$ cat config.mk
export PLATFORM = sky130hd
export DESIGN_NAME = dmem_arbiter_flat
export DESIGN_NICKNAME = d
export VERILOG_FILES = /design/src/rtl/dmem_arbiter_if.sv /design/src/rtl/dmem_arbiter.sv /design/src/flat_wrapper.sv
export SDC_FILE = /design/constraint.sdc
export NUM_CORES = 1
export LEC_CHECK = 0
export BUFFER_PORTS_ARGS = -buffer_cell sky130_fd_sc_hd__buf_2
export CAP_MARGIN = 5
export CORE_ASPECT_RATIO = 1.5
export CORE_MARGIN = 3
export CORE_UTILIZATION = 46
export DETAILED_ROUTE_END_ITERATION = 8
export HOLD_SLACK_MARGIN = 0.1
export PLACE_DENSITY_LB_ADDON = 0.12
export SLEW_MARGIN = 0
export SYNTH_ARGS = -nofsm -noshare
export SYNTH_HDL_FRONTEND = slang
export SYNTH_SLANG_ARGS = --single-unit
$ cat constraint.sdc
create_clock -name clk -period 2.1 [get_ports clk]
set_clock_uncertainty 0.1 [all_clocks]
set_input_delay 0.105 -clock clk [delete_from_list [all_inputs] [get_ports clk]]
set_output_delay 0.105 -clock clk [all_outputs]
set_load 0.02 [all_outputs]
$ cat src/rtl/dmem_arbiter_if.sv
// Bus bundle for dmem_arbiter: cpu and host request ports plus the data-memory macro side.
// slave = arbiter view, master = requesters + memory view.
interface dmem_arbiter_if #(
    parameter int ADDR_WIDTH = 10,
    parameter int DATA_WIDTH = 32
);
    logic                  cpu_req;
    logic                  cpu_we;
    logic [ADDR_WIDTH-1:0] cpu_addr;
    logic [DATA_WIDTH-1:0] cpu_wdata;
    logic                  cpu_gnt;
    logic                  cpu_rvalid;
    logic [DATA_WIDTH-1:0] cpu_rdata;

    logic                  host_req;
    logic                  host_we;
    logic [ADDR_WIDTH-1:0] host_addr;
    logic [DATA_WIDTH-1:0] host_wdata;
    logic                  host_gnt;
    logic                  host_rvalid;
    logic [DATA_WIDTH-1:0] host_rdata;

    logic                  mem_en;
    logic                  mem_we;
    logic [ADDR_WIDTH-1:0] mem_addr;
    logic [DATA_WIDTH-1:0] mem_wdata;
    logic [DATA_WIDTH-1:0] mem_rdata;
    logic                  busy;

    modport slave (
        input  cpu_req, cpu_we, cpu_addr, cpu_wdata,
        input  host_req, host_we, host_addr, host_wdata,
        input  mem_rdata,
        output cpu_gnt, cpu_rvalid, cpu_rdata,
        output host_gnt, host_rvalid, host_rdata,
        output mem_en, mem_we, mem_addr, mem_wdata, busy
    );

    modport master (
        output cpu_req, cpu_we, cpu_addr, cpu_wdata,
        output host_req, host_we, host_addr, host_wdata,
        output mem_rdata,
        input  cpu_gnt, cpu_rvalid, cpu_rdata,
        input  host_gnt, host_rvalid, host_rdata,
        input  mem_en, mem_we, mem_addr, mem_wdata, busy
    );
endinterface

$ cat src/rtl/dmem_arbiter.sv
// Two-requester (cpu/host) arbiter for the single-port data memory: IDLE/ACCESS sequencer,
// round-robin ties by default; define DMEM_ARB_HOST_PRIO_EN to make the host win every tie.
module dmem_arbiter #(
    parameter int ADDR_WIDTH = 10,
    parameter int DATA_WIDTH = 32
) (
    input  logic          clk,
    input  logic          srst,
    dmem_arbiter_if.slave bus
);
    localparam logic SEL_CPU  = 1'b0;
    localparam logic SEL_HOST = 1'b1;

    typedef enum logic {ST_IDLE, ST_ACCESS} state_t;

    state_t                r_state, w_state_next;
    logic                  r_last_grant, w_last_grant_next;

    logic [1:0]            w_req;
    logic [1:0]            w_we;
    logic [ADDR_WIDTH-1:0] w_addr  [2];
    logic [DATA_WIDTH-1:0] w_wdata [2];
    logic                  w_winner;

    logic                  r_mem_en,    w_mem_en_next;
    logic                  r_mem_we,    w_mem_we_next;
    logic [ADDR_WIDTH-1:0] r_mem_addr,  w_mem_addr_next;
    logic [DATA_WIDTH-1:0] r_mem_wdata, w_mem_wdata_next;
    logic [1:0]            r_gnt,       w_gnt_next;
    logic [1:0]            r_rvalid,    w_rvalid_next;
    logic                  r_busy,      w_busy_next;

    logic [DATA_WIDTH-1:0] r_rdata_hold [2];
    logic [DATA_WIDTH-1:0] w_rdata      [2];

    // index 0 = cpu, index 1 = host
    assign w_req      = {bus.host_req, bus.cpu_req};
    assign w_we       = {bus.host_we,  bus.cpu_we};
    assign w_addr[0]  = bus.cpu_addr;
    assign w_addr[1]  = bus.host_addr;
    assign w_wdata[0] = bus.cpu_wdata;
    assign w_wdata[1] = bus.host_wdata;

    always_comb begin
        w_winner = SEL_CPU;
        if (w_req[0] && w_req[1]) begin
`ifdef DMEM_ARB_HOST_PRIO_EN
            w_winner = SEL_HOST;
`else
            w_winner = ~r_last_grant;
`endif
        end else if (w_req[1]) begin
            w_winner = SEL_HOST;
        end
    end

    always_comb begin
        w_state_next      = r_state;
        w_last_grant_next = r_last_grant;
        w_mem_en_next     = 1'b0;
        w_mem_we_next     = 1'b0;
        w_mem_addr_next   = '0;
        w_mem_wdata_next  = '0;
        w_gnt_next        = 2'b00;
        w_rvalid_next     = 2'b00;
        w_busy_next       = 1'b0;
        case (r_state)
            ST_IDLE: begin
                if (|w_req) begin
                    w_state_next            = ST_ACCESS;
                    w_last_grant_next       = w_winner;
                    w_mem_en_next           = 1'b1;
                    w_mem_we_next           = w_we[w_winner];
                    w_mem_addr_next         = w_addr[w_winner];
                    w_mem_wdata_next        = w_wdata[w_winner];
                    w_gnt_next[w_winner]    = 1'b1;
                    w_busy_next             = 1'b1;
                end
            end
            ST_ACCESS: begin
                // last_grant already names the requester being served
                w_state_next                = ST_IDLE;
                w_rvalid_next[r_last_grant] = ~r_mem_we;
            end
            default: w_state_next = ST_IDLE;
        endcase
    end

    always_ff @(posedge clk) begin
        if (srst) begin
            r_state      <= ST_IDLE;
            r_last_grant <= SEL_HOST;
        end else begin
            r_state      <= w_state_next;
            r_last_grant <= w_last_grant_next;
        end
    end

    always_ff @(posedge clk) begin
        if (srst) begin
            r_mem_en    <= 1'b0;
            r_mem_we    <= 1'b0;
            r_mem_addr  <= '0;
            r_mem_wdata <= '0;
            r_gnt       <= 2'b00;
            r_rvalid    <= 2'b00;
            r_busy      <= 1'b0;
        end else begin
            r_mem_en    <= w_mem_en_next;
            r_mem_we    <= w_mem_we_next;
            r_mem_addr  <= w_mem_addr_next;
            r_mem_wdata <= w_mem_wdata_next;
            r_gnt       <= w_gnt_next;
            r_rvalid    <= w_rvalid_next;
            r_busy      <= w_busy_next;
        end
    end

    // The macro's read port is itself registered, so the rvalid cycle forwards it directly;
    // the hold register keeps the value stable afterwards.
    generate
        for (genvar gi = 0; gi < 2; gi++) begin : g_rdata
            always_ff @(posedge clk) begin
                if (srst) begin
                    r_rdata_hold[gi] <= '0;
                end else if (r_rvalid[gi]) begin
                    r_rdata_hold[gi] <= bus.mem_rdata;
                end
            end
            assign w_rdata[gi] = r_rvalid[gi] ? bus.mem_rdata : r_rdata_hold[gi];
        end
    endgenerate

    assign bus.cpu_gnt     = r_gnt[0];
    assign bus.host_gnt    = r_gnt[1];
    assign bus.cpu_rvalid  = r_rvalid[0];
    assign bus.host_rvalid = r_rvalid[1];
    assign bus.cpu_rdata   = w_rdata[0];
    assign bus.host_rdata  = w_rdata[1];
    assign bus.mem_en      = r_mem_en;
    assign bus.mem_we      = r_mem_we;
    assign bus.mem_addr    = r_mem_addr;
    assign bus.mem_wdata   = r_mem_wdata;
    assign bus.busy        = r_busy;
endmodule

$ cat src/flat_wrapper.sv
// flat-port wrapper written by rule: the top's interface ports become plain ports
module dmem_arbiter_flat 
#(
    parameter int ADDR_WIDTH = 10,
    parameter int DATA_WIDTH = 32
)
  (clk, srst, bus_cpu_req, bus_cpu_we, bus_cpu_addr, bus_cpu_wdata, bus_host_req, bus_host_we, bus_host_addr, bus_host_wdata, bus_mem_rdata, bus_cpu_gnt, bus_cpu_rvalid, bus_cpu_rdata, bus_host_gnt, bus_host_rvalid, bus_host_rdata, bus_mem_en, bus_mem_we, bus_mem_addr, bus_mem_wdata, bus_busy);
  dmem_arbiter_if #(.ADDR_WIDTH(ADDR_WIDTH), .DATA_WIDTH(DATA_WIDTH)) bus_i ();
  input  logic clk;
  input  logic srst;
  input wire logic [$bits(bus_i.cpu_req)-1:0] bus_cpu_req;
  input wire logic [$bits(bus_i.cpu_we)-1:0] bus_cpu_we;
  input wire logic [$bits(bus_i.cpu_addr)-1:0] bus_cpu_addr;
  input wire logic [$bits(bus_i.cpu_wdata)-1:0] bus_cpu_wdata;
  input wire logic [$bits(bus_i.host_req)-1:0] bus_host_req;
  input wire logic [$bits(bus_i.host_we)-1:0] bus_host_we;
  input wire logic [$bits(bus_i.host_addr)-1:0] bus_host_addr;
  input wire logic [$bits(bus_i.host_wdata)-1:0] bus_host_wdata;
  input wire logic [$bits(bus_i.mem_rdata)-1:0] bus_mem_rdata;
  output wire logic [$bits(bus_i.cpu_gnt)-1:0] bus_cpu_gnt;
  output wire logic [$bits(bus_i.cpu_rvalid)-1:0] bus_cpu_rvalid;
  output wire logic [$bits(bus_i.cpu_rdata)-1:0] bus_cpu_rdata;
  output wire logic [$bits(bus_i.host_gnt)-1:0] bus_host_gnt;
  output wire logic [$bits(bus_i.host_rvalid)-1:0] bus_host_rvalid;
  output wire logic [$bits(bus_i.host_rdata)-1:0] bus_host_rdata;
  output wire logic [$bits(bus_i.mem_en)-1:0] bus_mem_en;
  output wire logic [$bits(bus_i.mem_we)-1:0] bus_mem_we;
  output wire logic [$bits(bus_i.mem_addr)-1:0] bus_mem_addr;
  output wire logic [$bits(bus_i.mem_wdata)-1:0] bus_mem_wdata;
  output wire logic [$bits(bus_i.busy)-1:0] bus_busy;
  assign bus_i.cpu_req = bus_cpu_req;
  assign bus_i.cpu_we = bus_cpu_we;
  assign bus_i.cpu_addr = bus_cpu_addr;
  assign bus_i.cpu_wdata = bus_cpu_wdata;
  assign bus_i.host_req = bus_host_req;
  assign bus_i.host_we = bus_host_we;
  assign bus_i.host_addr = bus_host_addr;
  assign bus_i.host_wdata = bus_host_wdata;
  assign bus_i.mem_rdata = bus_mem_rdata;
  assign bus_cpu_gnt = bus_i.cpu_gnt;
  assign bus_cpu_rvalid = bus_i.cpu_rvalid;
  assign bus_cpu_rdata = bus_i.cpu_rdata;
  assign bus_host_gnt = bus_i.host_gnt;
  assign bus_host_rvalid = bus_i.host_rvalid;
  assign bus_host_rdata = bus_i.host_rdata;
  assign bus_mem_en = bus_i.mem_en;
  assign bus_mem_we = bus_i.mem_we;
  assign bus_mem_addr = bus_i.mem_addr;
  assign bus_mem_wdata = bus_i.mem_wdata;
  assign bus_busy = bus_i.busy;
  dmem_arbiter #(.ADDR_WIDTH(ADDR_WIDTH), .DATA_WIDTH(DATA_WIDTH)) u_core (.clk(clk), .srst(srst), .bus(bus_i));
endmodule
== Word-level counts from Yosys, hierarchy flattened ==
Memories as Yosys holds them, arrays and structs flattened.
Cells that the tools add are included.

* Flip-flop bits (word level): 50
* Memory bits (writable): 64
* Output and inout bits: 113
* Logic and storage cells: 58
* Memories kept: 1

{| class="wikitable"
|+ Memory list
! name !! words !! bits a word !! read ports !! clocked after memory_dff !! write ports !! RTL line !! text
|-
| u_core.r_rdata_hold || 2 || 32 || 2 || 0 || 2 || dmem_arbiter.sv:33 || <nowiki>logic [DATA_WIDTH-1:0] r_rdata_hold [2];</nowiki>
|}

* Magnitude comparators: 5
* Mux-type cells: 28
* Bitwise logic cells: 8
* Reductions and logical operators: 8

{| class="wikitable"
|+ Operators with widths
! operator !! number
|-
| $mux 32 || 7
|-
| $mux 10 || 3
|-
| $mux 1 || 15
|-
| $reduce_or 2->1 || 3
|-
| $lt 1x2->1 const B || 2
|-
| $not 1->1 || 4
|-
| $logic_and 1x1->1 || 3
|-
| $reduce_or 3->1 || 1
|-
| $and 2x2->2 || 1
|-
| $demux 1 s1 || 2
|-
| $ge 1x1->1 const B || 2
|-
| $ge 2x2->1 const B || 1
|-
| $not 1->2 || 1
|-
| $or 1x1->1 || 2
|-
| $pmux 1 s2 || 1
|-
| $reduce_and 2->1 || 1
|}

== Longest topological paths before layout ==
* Depth in word-level cells: 6
* Depth in mapped cells: 5
* Depth with buffers taken out: 3

== Worst setup path before layout ==
Ideal clock, no wire load.

* Kind: register -> register
* Start: register u_core.r_rvalid[0]
* End: memory u_core.r_rdata_hold[0][0] (enable)
* Setup time: 0.375 ns
* Data arrival time: 1.387 ns
* Slack: 0.238 ns
* Stages on the path, launching flop included: 4
* Path buffers: 2
* Cell sequence: dfxtp_1 > clkbuf_1 > buf_2 > or2_2

{| class="wikitable"
|+ RTL lines
! what !! RTL line !! text
|-
| from (decl) || dmem_arbiter.sv:30 || <nowiki>logic [1:0] r_rvalid, w_rvalid_next;</nowiki>
|-
| from (signal assigned) || dmem_arbiter.sv:114 || <nowiki>r_rvalid <= w_rvalid_next;</nowiki>
|-
| to (decl) || dmem_arbiter.sv:33 ||
|}

== Worst setup path after layout ==
* Start: input srst
* End: register u_core.r_mem_addr[4] (netlist: u_core.bus.mem_addr[4])

* Cells in the longest elaborated chain, start to end: 1

{| class="wikitable"
|+ RTL lines
! what !! RTL line !! text
|-
| from (decl) || flat_wrapper.sv:10 || <nowiki>input logic srst;</nowiki>
|-
| $reduce_or 3->1 (no line) || - ||
|-
| to (signal assigned) || dmem_arbiter.sv:111 || <nowiki>r_mem_addr <= w_mem_addr_next;</nowiki>
|-
| to (decl) || dmem_arbiter.sv:27 || <nowiki>logic [ADDR_WIDTH-1:0] r_mem_addr, w_mem_addr_next;</nowiki>
|}

Every way passes these cells.
A chain may end at the register's enable or synchronous reset.

==> results.txt <==
The area fraction of the dominant cell type after synthesis came out at 41.4%. The via count of the first global-routing pass came out at around 4.4k. In the post-synthesis netlist, the biggest area contributors are sky130_fd_sc_hd__edfxtp_1 41%, sky130_fd_sc_hd__dfxtp_1 21%, sky130_fd_sc_hd__mux2_2 16%, sky130_fd_sc_hd__and2_1 8.6%, sky130_fd_sc_hd__a22o_1 8.1%.

The final critical path time including I/O delays and setup is 2.04 ns. The layer flagged by global routing as most heavily used is met2. The floorplan die height came out at 129 µm. The region available for standard cell placement spans 0.00974 mm². The highest attainable clock frequency came out at just under 500 MHz. The clock transition time at the flip-flop clock pins of the worst setup and hold paths came out at 0.05 ns. The flow ran to the end, and the final reports show no timing, DRC or antenna violations. The maximum clock insertion buffer count came out at 2. The final routed DRC violation total is 0. The post-synthesis instance total came out at 324. The startpoint of the most critical register-to-register path is u_core.bus.mem_en. The actual slew at the worst max-slew pin came out at 0.826 ns.

Among all flip-flop cells after synthesis, the most frequent one is sky130_fd_sc_hd__edfxtp_1. The clock insertion delay at the later pin of the skew report came out at 0.39 ns. The length of the first detailed-routing pass in iterations came out at 5. The endpoint of the most critical register-to-register path is u_core.bus.mem_addr[4]. The die covers 0.0114 mm². The post-layout net count is about 800.

Summing the areas of all compound-gate instances in the mapped netlist gives 8.32% of the synthesized area. The startpoint-to-endpoint class of the critical path is input port to flop. The DRC violation total after the first TritonRoute iteration is 180. Setup repair after global routing left no endpoint under its margin. In this run the core area contains 44 standard-cell rows.

The total inserted antenna cells came out at 0. The sum of overflow across all layers after global routing came out at 0. The commonest cells after synthesis are 64 x sky130_fd_sc_hd__and2_1, 64 x sky130_fd_sc_hd__edfxtp_1, 64 x sky130_fd_sc_hd__mux2_2, 49 x sky130_fd_sc_hd__dfxtp_1, 43 x sky130_fd_sc_hd__a22o_1. The final estimated routing congestion in global placement is 0.775.

The area share of fa/ha/maj cells after synthesis is 0%. Across the run, the number of max-cap violations was 0. The top-level I/O count came out at 235.

The setup-violating endpoint count in the final report came out at 0. The overall routing resource usage came out at 27.2%. For this block, the routed nets add up to 15300 µm of wire. The startpoint of the worst hold path is bus_cpu_wdata[20]. The share of synthesized registers carrying an async set or reset came out at 0%. In the finished design, the share of the clock period the worst path needs comes to just under 100%. Dividing the detail-routed via count by the number of cells gives 5.10. The worst hold path depth came out at 3. The total CTS buffers came out at 17. The total count of hold-check failures in the final report was 0. The fraction of met2 tracks used by global routing came out at 47.0%. The clock root buffer master is sky130_fd_sc_hd__clkbuf_16.

The worst-case IR drop observed on VDD is between 0.6 and 0.7 mV. The cell area after technology mapping came out at 0.00464 mm². The tree built by TritonCTS fans out to 113 sinks. In the final timing run, aggregate negative setup slack is 0 ns. The met3 track demand over resource is 8.27%.

The antenna violation net count after detailed routing came out at 0. Counting flops and latches in the post-synthesis netlist gives 113. The synthesized design contains 64 enable-type register cells.

The setup slack of the most critical reg-to-reg path came out at 0.08 ns. The worst pin sits at a relative slew slack of 44.9%. The number of antenna violations at the first check in global routing is 0. The portion of netlist area occupied by mux cells came out at between 15 and 20%. The endpoint kind of the worst setup timing path is a flop. The static leakage is 3.67 nW.

The endpoint arrival time on the critical path is about 2.3 ns. The synthesized-area fraction occupied by xor and xnor cells came out at 0%. The first-pass GRT wire length came out at 22900 µm. The placed wire-length estimate is 8590 µm. The number of H-tree levels came out at 4.

The worst reg2reg path depth is 5. The synthesized design spends more area on one cell type than any other, namely sky130_fd_sc_hd__edfxtp_1. The post-route netlist has 48.8% of its cells at a drive strength greater than 1. Entering global routing, the biggest net connects 45 pins. The met1 capacity usage during global routing came out at 30.0%.

The areal power density over the cells is 795 mW/mm². The worst endpoint required time came out at about 2.3 ns. The die boundary width came out at a little under 90 µm. In the final routed layout, each cell accounts on average for ~19 µm. The kind of path behind the tightest hold check is input port to flop. The count of buffers added on input and output ports is between 200 and 250. Across all hold checks on the routed design, the worst slack comes to around 0.36 ns.

A synthesized cell averages 14.3 µm². The net count of the mapped netlist is 446. The synthesized netlist devotes 10.3% of its cell area to simple gates.

For hold timing, the worst endpoint is u_core.bus.mem_wdata[20]. Summing the sequential cell areas from Yosys gives between 60% and 70% of the chip area. The distinct cell type count after synthesis came out at 22. The worst setup path is launched from an input port. The total count of max-transition violations in the final report came to 0. Along the worst path, the maximum fanout reaches 44. TritonCTS built the clock tree. The total number of yosys warnings came out at 0.

The initial utilization of the core area, before any placement, comes to between 40% and 50%. The layout-stage area growth over the synthesis result is 65.7%. The total vias in the final route came out at about 4.1k.

After synthesis, the largest family of logic cells by area is multiplexers.
[placed cells by master, fill, tap and decap left out, drive strengths merged, types with 2 or more instances in the layout]
cell	Yosys	final
a22o	43	43
nor2	2	2
dlygate4sd3	0	122
buf	18	241
or2	2	2
clkinv	0	5
dfxtp	49	49
clkbuf	7	27
and3	2	2
edfxtp	64	64
mux2	64	64
and2	64	64
[cells by family (layout without fill, tap and decap cells)]
logic type | Yosys count | count (layout)
compound gates | 45 | 45
buf+inv | 26 | 396
mux | 64 | 64
simple gates | 76 | 76
flops | 113 | 113
[worst max-delay path by stage]
stage | depth (start not counted) | slack, ns | end | from
after CTS | 7 | 0.05 | u_core.bus.mem_addr[4] | srst
after global routing | 7 | 0.03 | u_core.bus.mem_wdata[14] | srst
after global placement | 2 | 0.47 | u_core.r_rdata_hold[0][17] | u_core.r_rvalid[0]
final | 7 | 0.06 | u_core.bus.mem_addr[4] | srst
after detailed placement | 2 | 0.38 | u_core.r_rdata_hold[0][13] | u_core.r_rvalid[0]
after floorplan | 3 | 0.24 | u_core.r_rdata_hold[0][0] | u_core.r_rvalid[0]
[critical path: stages]
cell and delay (ns):
sky130_fd_sc_hd__dlygate4sd3_1 0.55, sky130_fd_sc_hd__buf_2 0.18, sky130_fd_sc_hd__nor2_2 0.14, sky130_fd_sc_hd__and3_1 0.26, sky130_fd_sc_hd__buf_12 0.24, sky130_fd_sc_hd__a22o_1 0.19, sky130_fd_sc_hd__dlygate4sd3_1 0.58
[registers in the layout, indices dropped and copies added (netlist names)]
name	cells
u_core.r_last_grant	1
u_core.bus.mem_en	1
u_core.bus.mem_addr	10
u_core.r_rdata_hold	64
u_core.r_gnt	2
u_core.bus.mem_we	1
u_core.bus.mem_wdata	32
u_core.r_rvalid	2
[where the power goes]
group          leakage [nW]  switching, W  internal, W
Clock                 0.276      0.000901      0.00169
Combinational          2.33      0.000512     0.000494
Sequential             1.07     0.0000456      0.00248
Total                  3.67       0.00146      0.00466
[per-stage QoR]
step	instance area (µm²)	instances	worst slack, ns	power, W	utilization [%]
after detailed placement	5900	655	0.384	0.00333	60.6
after CTS	7670	809	0.0547	0.00611	78.8
after global routing	7690	809	0.0332	0.00633	79.0
after global placement	5900	655	0.475	0.00332	60.6
final	7690	809	0.0607	0.00612	79.0
after floorplan	4640	324	0.238	0.00299	-
[cell type report]
class                   count  area (µm²)
multi-input cells         185        1590
flip-flops and latches    113        2910
clock buffers              27         524
fillers                   578        2050
repair buffers            363        2500
well taps                 115         144
inverters                   1        3.75
clock inverters             5        25.0
[metal layers]
metal | vias up | share of wire, %
met5 | - | 0
met4 | 0 | 3.6
met3 | 38 | 7.6
met2 | 224 | 51
met1 | 1956 | 38
li1 | 1904 | -
[what timing repair did]
item,4_1_cts,5_1_grt
resized for setup,0,7
setup endpoints to repair,0,43
hold endpoints to repair,111,0
hold buffers,122,0
buffers inserted,0,0
No activity file was read; power rests on OpenSTA's default activity.
